$ cat config.mk
export PLATFORM = sky130hd
export DESIGN_NAME = alu_rs
export DESIGN_NICKNAME = d
export VERILOG_FILES = /design/src/rtl/alu_rs.sv
export SDC_FILE = /design/constraint.sdc
export NUM_CORES = 2
export LEC_CHECK = 0
export ABC_AREA = 1
export BUFFER_PORTS_ARGS = -buffer_cell sky130_fd_sc_hd__clkbuf_2
export CAP_MARGIN = 25
export CORE_ASPECT_RATIO = 0.5
export CORE_UTILIZATION = 55
export CTS_BUF_LIST = sky130_fd_sc_hd__clkbuf_16
export CTS_CLUSTER_SIZE = 28
export DETAILED_ROUTE_END_ITERATION = 10
export HOLD_SLACK_MARGIN = 0.06
export PLACE_DENSITY = 0.72
export SLEW_MARGIN = 40
export SYNTH_ARGS = -nofsm -noshare
export SYNTH_HDL_FRONTEND = slang
export SYNTH_SLANG_ARGS = --single-unit
$ cat constraint.sdc
create_clock -name clk -period 37 [get_ports clk]
set_input_delay 7.4 -clock clk [delete_from_list [all_inputs] [get_ports clk]]
set_output_delay 7.4 -clock clk [all_outputs]
set_load 0.1 [all_outputs]
$ cat src/rtl/alu_rs.sv
// -----------------------------------------------------------------------------
// alu_rs : reservation station for the ALU path of the tag-renamed OoO core.
//
// Buffers dispatched instructions (opcode, two operand value/tag pairs,
// immediate, destination tag), snoops the common data bus to wake pending
// operands and issues the lowest-index ready entry to the ALU.
//
// Ports
//   clk, rst              clock (rising edge), async active-high reset
//   flush                 synchronous clear of every entry and of enIssue
//   enDisp, disp*         dispatch request and instruction fields
//   full                  all entries valid (combinational from valid bits)
//   enCdb, cdbTag, cdbData  common data bus broadcast
//   aluReady              ALU accepts an issue at this edge
//   enIssue, issue*       registered issue valid and instruction fields
// -----------------------------------------------------------------------------
module alu_rs #(
    parameter int DATA_W   = 32,
    parameter int TAG_W    = 4,
    parameter int TAG_FREE = 0,
    parameter int OP_W     = 6,
    parameter int ENTRIES  = 8
) (
    input  logic              clk,
    input  logic              rst,
    input  logic              flush,
    input  logic              enDisp,
    input  logic [OP_W-1:0]   dispOp,
    input  logic [DATA_W-1:0] dispDataO,
    input  logic [TAG_W-1:0]  dispTagO,
    input  logic [DATA_W-1:0] dispDataT,
    input  logic [TAG_W-1:0]  dispTagT,
    input  logic [DATA_W-1:0] dispImm,
    input  logic [TAG_W-1:0]  dispDest,
    output logic              full,
    input  logic              enCdb,
    input  logic [TAG_W-1:0]  cdbTag,
    input  logic [DATA_W-1:0] cdbData,
    input  logic              aluReady,
    output logic              enIssue,
    output logic [OP_W-1:0]   issueOp,
    output logic [DATA_W-1:0] issueDataO,
    output logic [DATA_W-1:0] issueDataT,
    output logic [DATA_W-1:0] issueImm,
    output logic [TAG_W-1:0]  issueDest
);

    localparam int IDX_W = (ENTRIES > 1) ? $clog2(ENTRIES) : 1;
    localparam logic [TAG_W-1:0] TAG_FREE_C = TAG_W'(TAG_FREE);

    // Entry storage
    logic [ENTRIES-1:0] valid_r;
    logic [OP_W-1:0]    op_r     [ENTRIES];
    logic [DATA_W-1:0]  data_o_r [ENTRIES];
    logic [TAG_W-1:0]   tag_o_r  [ENTRIES];
    logic [DATA_W-1:0]  data_t_r [ENTRIES];
    logic [TAG_W-1:0]   tag_t_r  [ENTRIES];
    logic [DATA_W-1:0]  imm_r    [ENTRIES];
    logic [TAG_W-1:0]   dest_r   [ENTRIES];

    // Issue registers
    logic              en_issue_r;
    logic [OP_W-1:0]   issue_op_r;
    logic [DATA_W-1:0] issue_data_o_r;
    logic [DATA_W-1:0] issue_data_t_r;
    logic [DATA_W-1:0] issue_imm_r;
    logic [TAG_W-1:0]  issue_dest_r;

    // Combinational helpers
    logic [ENTRIES-1:0] ready_s;
    logic [ENTRIES-1:0] wake_o_s;
    logic [ENTRIES-1:0] wake_t_s;
    logic [IDX_W-1:0]   sel_idx_s;
    logic               sel_found_s;
    logic [IDX_W-1:0]   free_idx_s;
    logic               full_s;
    logic               cdb_live_s;
    logic               disp_fire_s;
    logic               issue_fire_s;
    logic [DATA_W-1:0]  disp_data_o_s;
    logic [TAG_W-1:0]   disp_tag_o_s;
    logic [DATA_W-1:0]  disp_data_t_s;
    logic [TAG_W-1:0]   disp_tag_t_s;

    // Per-entry readiness and CDB tag match (a TAG_FREE broadcast never matches)
    always_comb begin
        ready_s    = '0;
        wake_o_s   = '0;
        wake_t_s   = '0;
        cdb_live_s = enCdb && (cdbTag != TAG_FREE_C);
        for (int i = 0; i < ENTRIES; i++) begin
            ready_s[i]  = valid_r[i] && (tag_o_r[i] == TAG_FREE_C) && (tag_t_r[i] == TAG_FREE_C);
            wake_o_s[i] = valid_r[i] && cdb_live_s && (tag_o_r[i] == cdbTag);
            wake_t_s[i] = valid_r[i] && cdb_live_s && (tag_t_r[i] == cdbTag);
        end
    end

    // Priority pick: lowest-index ready entry and lowest-index free entry.
    // Scanning downward lets the lowest index overwrite earlier hits.
    always_comb begin
        sel_idx_s   = '0;
        sel_found_s = 1'b0;
        free_idx_s  = '0;
        for (int i = ENTRIES - 1; i >= 0; i--) begin
            if (ready_s[i]) begin
                sel_idx_s   = IDX_W'(i);
                sel_found_s = 1'b1;
            end else begin
                sel_idx_s   = sel_idx_s;
                sel_found_s = sel_found_s;
            end
            if (!valid_r[i]) begin
                free_idx_s = IDX_W'(i);
            end else begin
                free_idx_s = free_idx_s;
            end
        end
    end

    // Handshakes and dispatch-time bypass of an operand being broadcast now
    always_comb begin
        full_s       = &valid_r;
        disp_fire_s  = enDisp && !full_s;
        issue_fire_s = sel_found_s && aluReady;
        if (cdb_live_s && (dispTagO == cdbTag)) begin
            disp_data_o_s = cdbData;
            disp_tag_o_s  = TAG_FREE_C;
        end else begin
            disp_data_o_s = dispDataO;
            disp_tag_o_s  = dispTagO;
        end
        if (cdb_live_s && (dispTagT == cdbTag)) begin
            disp_data_t_s = cdbData;
            disp_tag_t_s  = TAG_FREE_C;
        end else begin
            disp_data_t_s = dispDataT;
            disp_tag_t_s  = dispTagT;
        end
    end

    // Entry array: wakeup, issue de-allocation and dispatch allocation.
    // The dispatched slot is invalid before the edge, so it can never be the
    // issuing slot nor a wakeup target in the same cycle.
    always_ff @(posedge clk or posedge rst) begin
        if (rst) begin
            valid_r <= '0;
            for (int i = 0; i < ENTRIES; i++) begin
                op_r[i]     <= '0;
                data_o_r[i] <= '0;
                tag_o_r[i]  <= '0;
                data_t_r[i] <= '0;
                tag_t_r[i]  <= '0;
                imm_r[i]    <= '0;
                dest_r[i]   <= '0;
            end
        end else if (flush) begin
            valid_r <= '0;
        end else begin
            for (int i = 0; i < ENTRIES; i++) begin
                if (wake_o_s[i]) begin
                    data_o_r[i] <= cdbData;
                    tag_o_r[i]  <= TAG_FREE_C;
                end
                if (wake_t_s[i]) begin
                    data_t_r[i] <= cdbData;
                    tag_t_r[i]  <= TAG_FREE_C;
                end
                if (issue_fire_s && (sel_idx_s == IDX_W'(i))) begin
                    valid_r[i] <= 1'b0;
                end
                if (disp_fire_s && (free_idx_s == IDX_W'(i))) begin
                    valid_r[i]  <= 1'b1;
                    op_r[i]     <= dispOp;
                    data_o_r[i] <= disp_data_o_s;
                    tag_o_r[i]  <= disp_tag_o_s;
                    data_t_r[i] <= disp_data_t_s;
                    tag_t_r[i]  <= disp_tag_t_s;
                    imm_r[i]    <= dispImm;
                    dest_r[i]   <= dispDest;
                end
            end
        end
    end

    // Issue registers: fields hold between issues, enIssue qualifies them
    always_ff @(posedge clk or posedge rst) begin
        if (rst) begin
            en_issue_r     <= 1'b0;
            issue_op_r     <= '0;
            issue_data_o_r <= '0;
            issue_data_t_r <= '0;
            issue_imm_r    <= '0;
            issue_dest_r   <= '0;
        end else if (flush) begin
            en_issue_r <= 1'b0;
        end else if (issue_fire_s) begin
            en_issue_r     <= 1'b1;
            issue_op_r     <= op_r[sel_idx_s];
            issue_data_o_r <= data_o_r[sel_idx_s];
            issue_data_t_r <= data_t_r[sel_idx_s];
            issue_imm_r    <= imm_r[sel_idx_s];
            issue_dest_r   <= dest_r[sel_idx_s];
        end else begin
            en_issue_r <= 1'b0;
        end
    end

    assign full       = full_s;
    assign enIssue    = en_issue_r;
    assign issueOp    = issue_op_r;
    assign issueDataO = issue_data_o_r;
    assign issueDataT = issue_data_t_r;
    assign issueImm   = issue_imm_r;
    assign issueDest  = issue_dest_r;

endmodule

* After elaboration in Yosys (flattened, before gate mapping)
Cells that the tools add are included.
Storage, ports and cells: register bits 1027, latch bits 0, bits in writable memories 0, ROM bits 0, input bits 156, output and inout bits 108, logic and storage cells 362, memories kept 0
Operators by class: $add $sub $neg 0, multipliers 0, div/mod/pow operators 0, $lt $le $gt $ge 1, eq/ne operators 32, shifts and indexed selects 0, multiplexer cells 126, bitwise operators 2, reduce and logical (&&, ||, !) cells 131
Operators with widths (number):
- 32-bit two-way mux | 40
- 32-bit binary-select mux with 3-bit select | 3
- 4-bit two-way mux | 36
- 4-bit == test | 18
- 4-bit logical NOT | 16
- 1-bit logical AND | 61
- 2-bit AND reduction | 25
- 3-bit two-way mux | 16
- 2-bit nonzero test | 16
- 1-bit two-way mux | 26
- 3-bit == test, second input constant | 8
- 3-bit nonzero test | 8
- 6-bit binary-select mux with 3-bit select | 1
- 4-bit binary-select mux with 3-bit select | 1
- 3-bit by 2-bit == test with 1-bit output, second input constant | 4
- 6-bit two-way mux | 2
- 8-bit two-way mux | 1
- 8-bit AND reduction | 1
- 3-bit by 1-bit == test with 1-bit output, second input constant | 2
- 3-bit logical NOT | 2
- 4-bit >= comparator, second input constant | 1
- 3-bit NOT with 4-bit output | 1
- 4-bit nonzero test | 1
- 1-bit logical NOT | 1
- 1-bit NOT | 1

* Depth between registers and ports, before layout
depth after elaboration 16, gate-level depth with buffers 19, depth with buffers taken out 17

* Least setup slack after synthesis
No wires, ideal clock.
path type reg2out, start register valid_r[3], end output port full, data arrival time 3592 ps, required time 29600 ps, path slack 26008 ps, stages on the path, launching flop included 5, buffers on the path 0, cell sequence dfrtp_1 -> inv_2 -> nor4_1 -> inv_1 -> nor4_1
On the way: cells in the longest elaborated chain, start to end 1
RTL lines:
- from (decl) | line 52 | logic [ENTRIES-1:0] valid_r;
- from (signal assigned) | line 146 | valid_r <= '0;
- from (signal assigned) | line 157 | valid_r <= '0;
- from (signal, indexed assignment) | line 169 | valid_r[i] <= 1'b0;
- 8-bit AND reduction | line 122 | full_s = &valid_r;
- to (decl) | line 35 | output logic full,
No other way between the ends.

* Final worst setup path
start input port cdbTag[1], end register tag_o_r[1] (netlist bit)
On the way: cells in the longest elaborated chain, start to end 6, elaborated cells on any way between the ends 11, classes of those cells eq/ne: 2; mux: 2; reduce/logical: 7
RTL lines:
- from (decl) | line 37 | input logic [TAG_W-1:0] cdbTag,
- 4-bit nonzero test | line 90 | cdb_live_s = enCdb && (cdbTag != TAG_FREE_C);
- 1-bit logical AND | line 90
- 1-bit logical AND (2 in series) | line 93 | wake_o_s[i] = valid_r[i] && cdb_live_s && (tag_o_r[i] == cdbTag);
- 2-bit nonzero test (no source line)
- 2-bit AND reduction (no source line)
- to (signal, indexed assignment) | line 175 | tag_o_r[i] <= disp_tag_o_s;
- to (decl) | line 55 | logic [TAG_W-1:0] tag_o_r [ENTRIES];
Parallel ways exist; a longest one is shown, timed or not. A chain may end at the register's enable or synchronous reset.

==> results.yml <==
run_status:
  status: "complete, no violations"
yosys:
  synth_nets: 7189
  synthDistinctLibCells: 33
  yosys.area_share.adder: 0
  synth_simple_gate_area_frac: 0.2638
  syn-cell-area_mm2: 0.05372
  synth_edf_count: 0
  yosysWarnings: 0
  ys_ff_latch: 1027
  netlist_top_cells_area: "dfrtp_1 48%, nand2_1 15%, nor2_1 6.1%"
  ys_seq_area_frac: 0.4784
  yosysTopAreaCellShare: 0.4784
  synth_ff_type: "dfrtp_1"
  async_flop_share: 1.000
  syn_avg_cell_area_um2: 7.638
  synth_top_family_by_area: "simple AND/OR/NAND/NOR gates"
  synth_compound_area_frac: 0.1611
  synth_xor_area_frac: 0.005869
  synth_top_cell_by_area: "dfrtp_1"
  syn_inst: 7033
  synth.area.mux_share: 0.02404
timing:
  period_needed_ns: 10.33
  hold_viol_final: 0
  post-route-period-util: 0.2791
  fmax_mhz: 96.85
  rsz0062_at_grt: "false"
  fin_setup_tns_ns: 0
  relSlewSlack: 0.4101
  final-max-slew-violation-count: 0
  clock_skew_ns: 0.02373
  final.setup.worst_slack_ns: 26.67
  worst_pin_slew_ns: 0.8602
  setup_viol: 0
detailed_routing:
  drt_iter0_markers: 5836
  drc_errors: 0
  wl_um: 170900
  avgViaCountPerCell: 5.942
  drt_pass1_iterations: 7
  post_drt_wl_per_cell_um: 20.64
  vias: 49210
  antenna_left: 0
worst_setup_path:
  crit_path_max_fanout: 20
  cp.arrival_ns: 10.92
  worstPathRequired_ns: 37.59
  crit_type: "in2reg"
  path_cells: "clkbuf_2 > inv_2 > a41oi_4 > nand2_4 > buf_4 > nand2_1 > o22ai_1"
  endpoint_kind: "flip-flop"
  critical_path.slowest_cell: "buf_4"
  start_kind: "primary input"
  critPathMaxStageDelay_ns: 0.83
die:
  rows: 80
  core_mm2: 0.09609
  die_area_mm2: 0.09901
  initial_core_util: 0.5591
  die_h_um: 223.0
  num_io_pins: 264
  die_w_um: 444.0
placement:
  dp_hpwl_um: 91560
  globalplace.congestion: 0.9069
  pre_cts_ws_ns: 26.09
  dp_cells: 8100
  place_area_mm2: 0.05555
  port_buffers: 263
cells_and_area:
  fillCellCount: 8490
  stdcell_area_mm2: 0.05867
  fin_cells: 8282
  area_growth_pct: 9.211
  final_layout_size_suffix_gt1_frac: 0.08207
  multiInputGateArea_mm2: 0.02480
  final_nets: 7084
  ff_latch_area_mm2: 0.02570
clock_network:
  clock_path_buffers: 3
  cts_resized: 0
  insertion_delay_ns: 0.70
  cts_root_buf: "clkbuf_16"
  cts.clk_slew.worst_paths_ns: 0.06
  cts_tree: "yes"
  post-cts-setup-buffers: 0
  hold_buffers: 0
  cts_sinks: 1027
  htree_levels: 3
  cts_made_buffers: 95
grt:
  grt_max_degree: 169
  grtUsageTotal: 0.3439
  grt_pass1_vias: 46890
  antenna_found_initial: 6
  grt_pass1_wl_um: 267000
  gr-total-overflow: 0
flow_run:
  maxCapViolations: 0
power:
  total_power_mw: 3.099
  irDropWorstVdd_mv: 0.03259
  p_per_area_mw_per_mm2: 52.82
  power.leakage_nw: 29.30
worst_hold_path:
  hold_path_class: "reg2reg"
metal layers:
layer	up-vias	track usage	wire length, um
li1	22700	-	-
met1	23460	0.4786	70620
met2	2553	0.5366	76340
met3	500	0.05046	16210
met4	0	0.1541	7776
met5	-	0	0
layout make-up:
type                            count  share of cell area
Tap cell                         1271             0.02711
Clock buffer                       98             0.04180
Inverter                          347             0.02267
Clock inverter                     77            0.009895
Multi-Input combinational cell   5119              0.4227
Timing Repair Buffer              338             0.03756
Antenna cell                        5           0.0002133
Sequential cell                  1027              0.4380
worst max-delay path: cells and delay by family:
family                 cells  cell delay, ns
AO/OA/AOI/OAI              2            0.68
buffers and inverters      3            1.60
AND/OR/NAND/NOR            2            1.20
state kept, by name, indices dropped and copies added, names as in the netlist:
register and flops:
imm_r 256, tag_o_r 32, dest_r 32, op_r 48, issueDataO 32, issueOp 6, enIssue 1, valid_r 8
issueDataT 32, issueImm 32, issueDest 4, data_t_r 256, data_o_r 256, tag_t_r 32
Yosys cell counts, types with 73 or more instances:
cell      count
o22ai_1      73
clkbuf_1    314
nand2_1    2086
a21oi_1     386
nand3_1     446
nand4_1     122
inv_1       334
o21a_1      384
o21ai_0     576
nor2_1      867
buf_2       159
dfrtp_1    1027
path summary, 6_finish.rpt:
check	startpoint	end	slack (ns)	cells past startpoint
max	cdbTag[1]	tag_o_r[1]$_DFFE_PP0P_	26.67	7
min	issueDataO[16]$_DFFE_PP0P_	issueDataO[16]$_DFFE_PP0P_	0.48	2
max reg2reg	tag_o_r[22]$_DFFE_PP0P_	issueDataT[8]$_DFFE_PP0P_	32.21	15
min reg2reg	issueDataO[16]$_DFFE_PP0P_	issueDataO[16]$_DFFE_PP0P_	0.48	2
max in group asynchronous	rst	imm_r[181]$_DFFE_PP0P_	27.40	6
min in group asynchronous	rst	data_t_r[138]$_DFFE_PP0P_	6.75	2
through the flow:
stage | utilization | hold slack, ns
floorplan | - | 0.4530
global placement | 0.5752 | 0.4624
detailed placement | 0.5780 | 0.4663
global route | 0.6106 | 0.4981
CTS | 0.6096 | 0.4840
finish | 0.6106 | 0.4779
placed cells by master (no fill, tap or decap), types with 5 or more instances in the layout:
cell | Yosys | final
mux2i_4 | 52 | 52
o22ai_1 | 73 | 73
nand3_1 | 446 | 442
o21ai_0 | 576 | 576
dfrtp_1 | 1027 | 1027
clkinv_1 | 1 | 22
o21ai_1 | 37 | 35
inv_1 | 334 | 354
bufinv_16 | 0 | 9
mux2i_1 | 12 | 11
buf_6 | 4 | 41
buf_12 | 0 | 6
o41ai_4 | 0 | 11
nand2_4 | 0 | 12
a21oi_1 | 386 | 386
xnor2_1 | 23 | 23
xor2_1 | 13 | 13
buf_4 | 8 | 22
nor2_1 | 867 | 867
clkbuf_16 | 0 | 98
nor3_1 | 11 | 11
diode_2 | 0 | 5
o21a_1 | 384 | 384
clkbuf_2 | 0 | 263
clkinv_2 | 0 | 22
nand4_1 | 122 | 122
inv_2 | 12 | 8
nand2_1 | 2086 | 2072
o2111ai_1 | 6 | 6
report_power, final:
group	leakage (nW)	switching [mW]	internal, mW
logic	14.8	0.520	0.180
registers	12.9	0.101	1.31
clock network	1.58	0.450	0.542
kinds of logic (layout without fill, tap and decap cells):
family | Yosys count | count (layout)
AO/OA/AOI/OAI | 1481 | 1481
AND/OR/NAND/NOR | 3538 | 3538
other | 0 | 5
XOR/XNOR | 36 | 36
multiplexers | 64 | 64
buffers and inverters | 887 | 860
flip-flops | 1027 | 1027
Power figures use the tool's default switching activity.
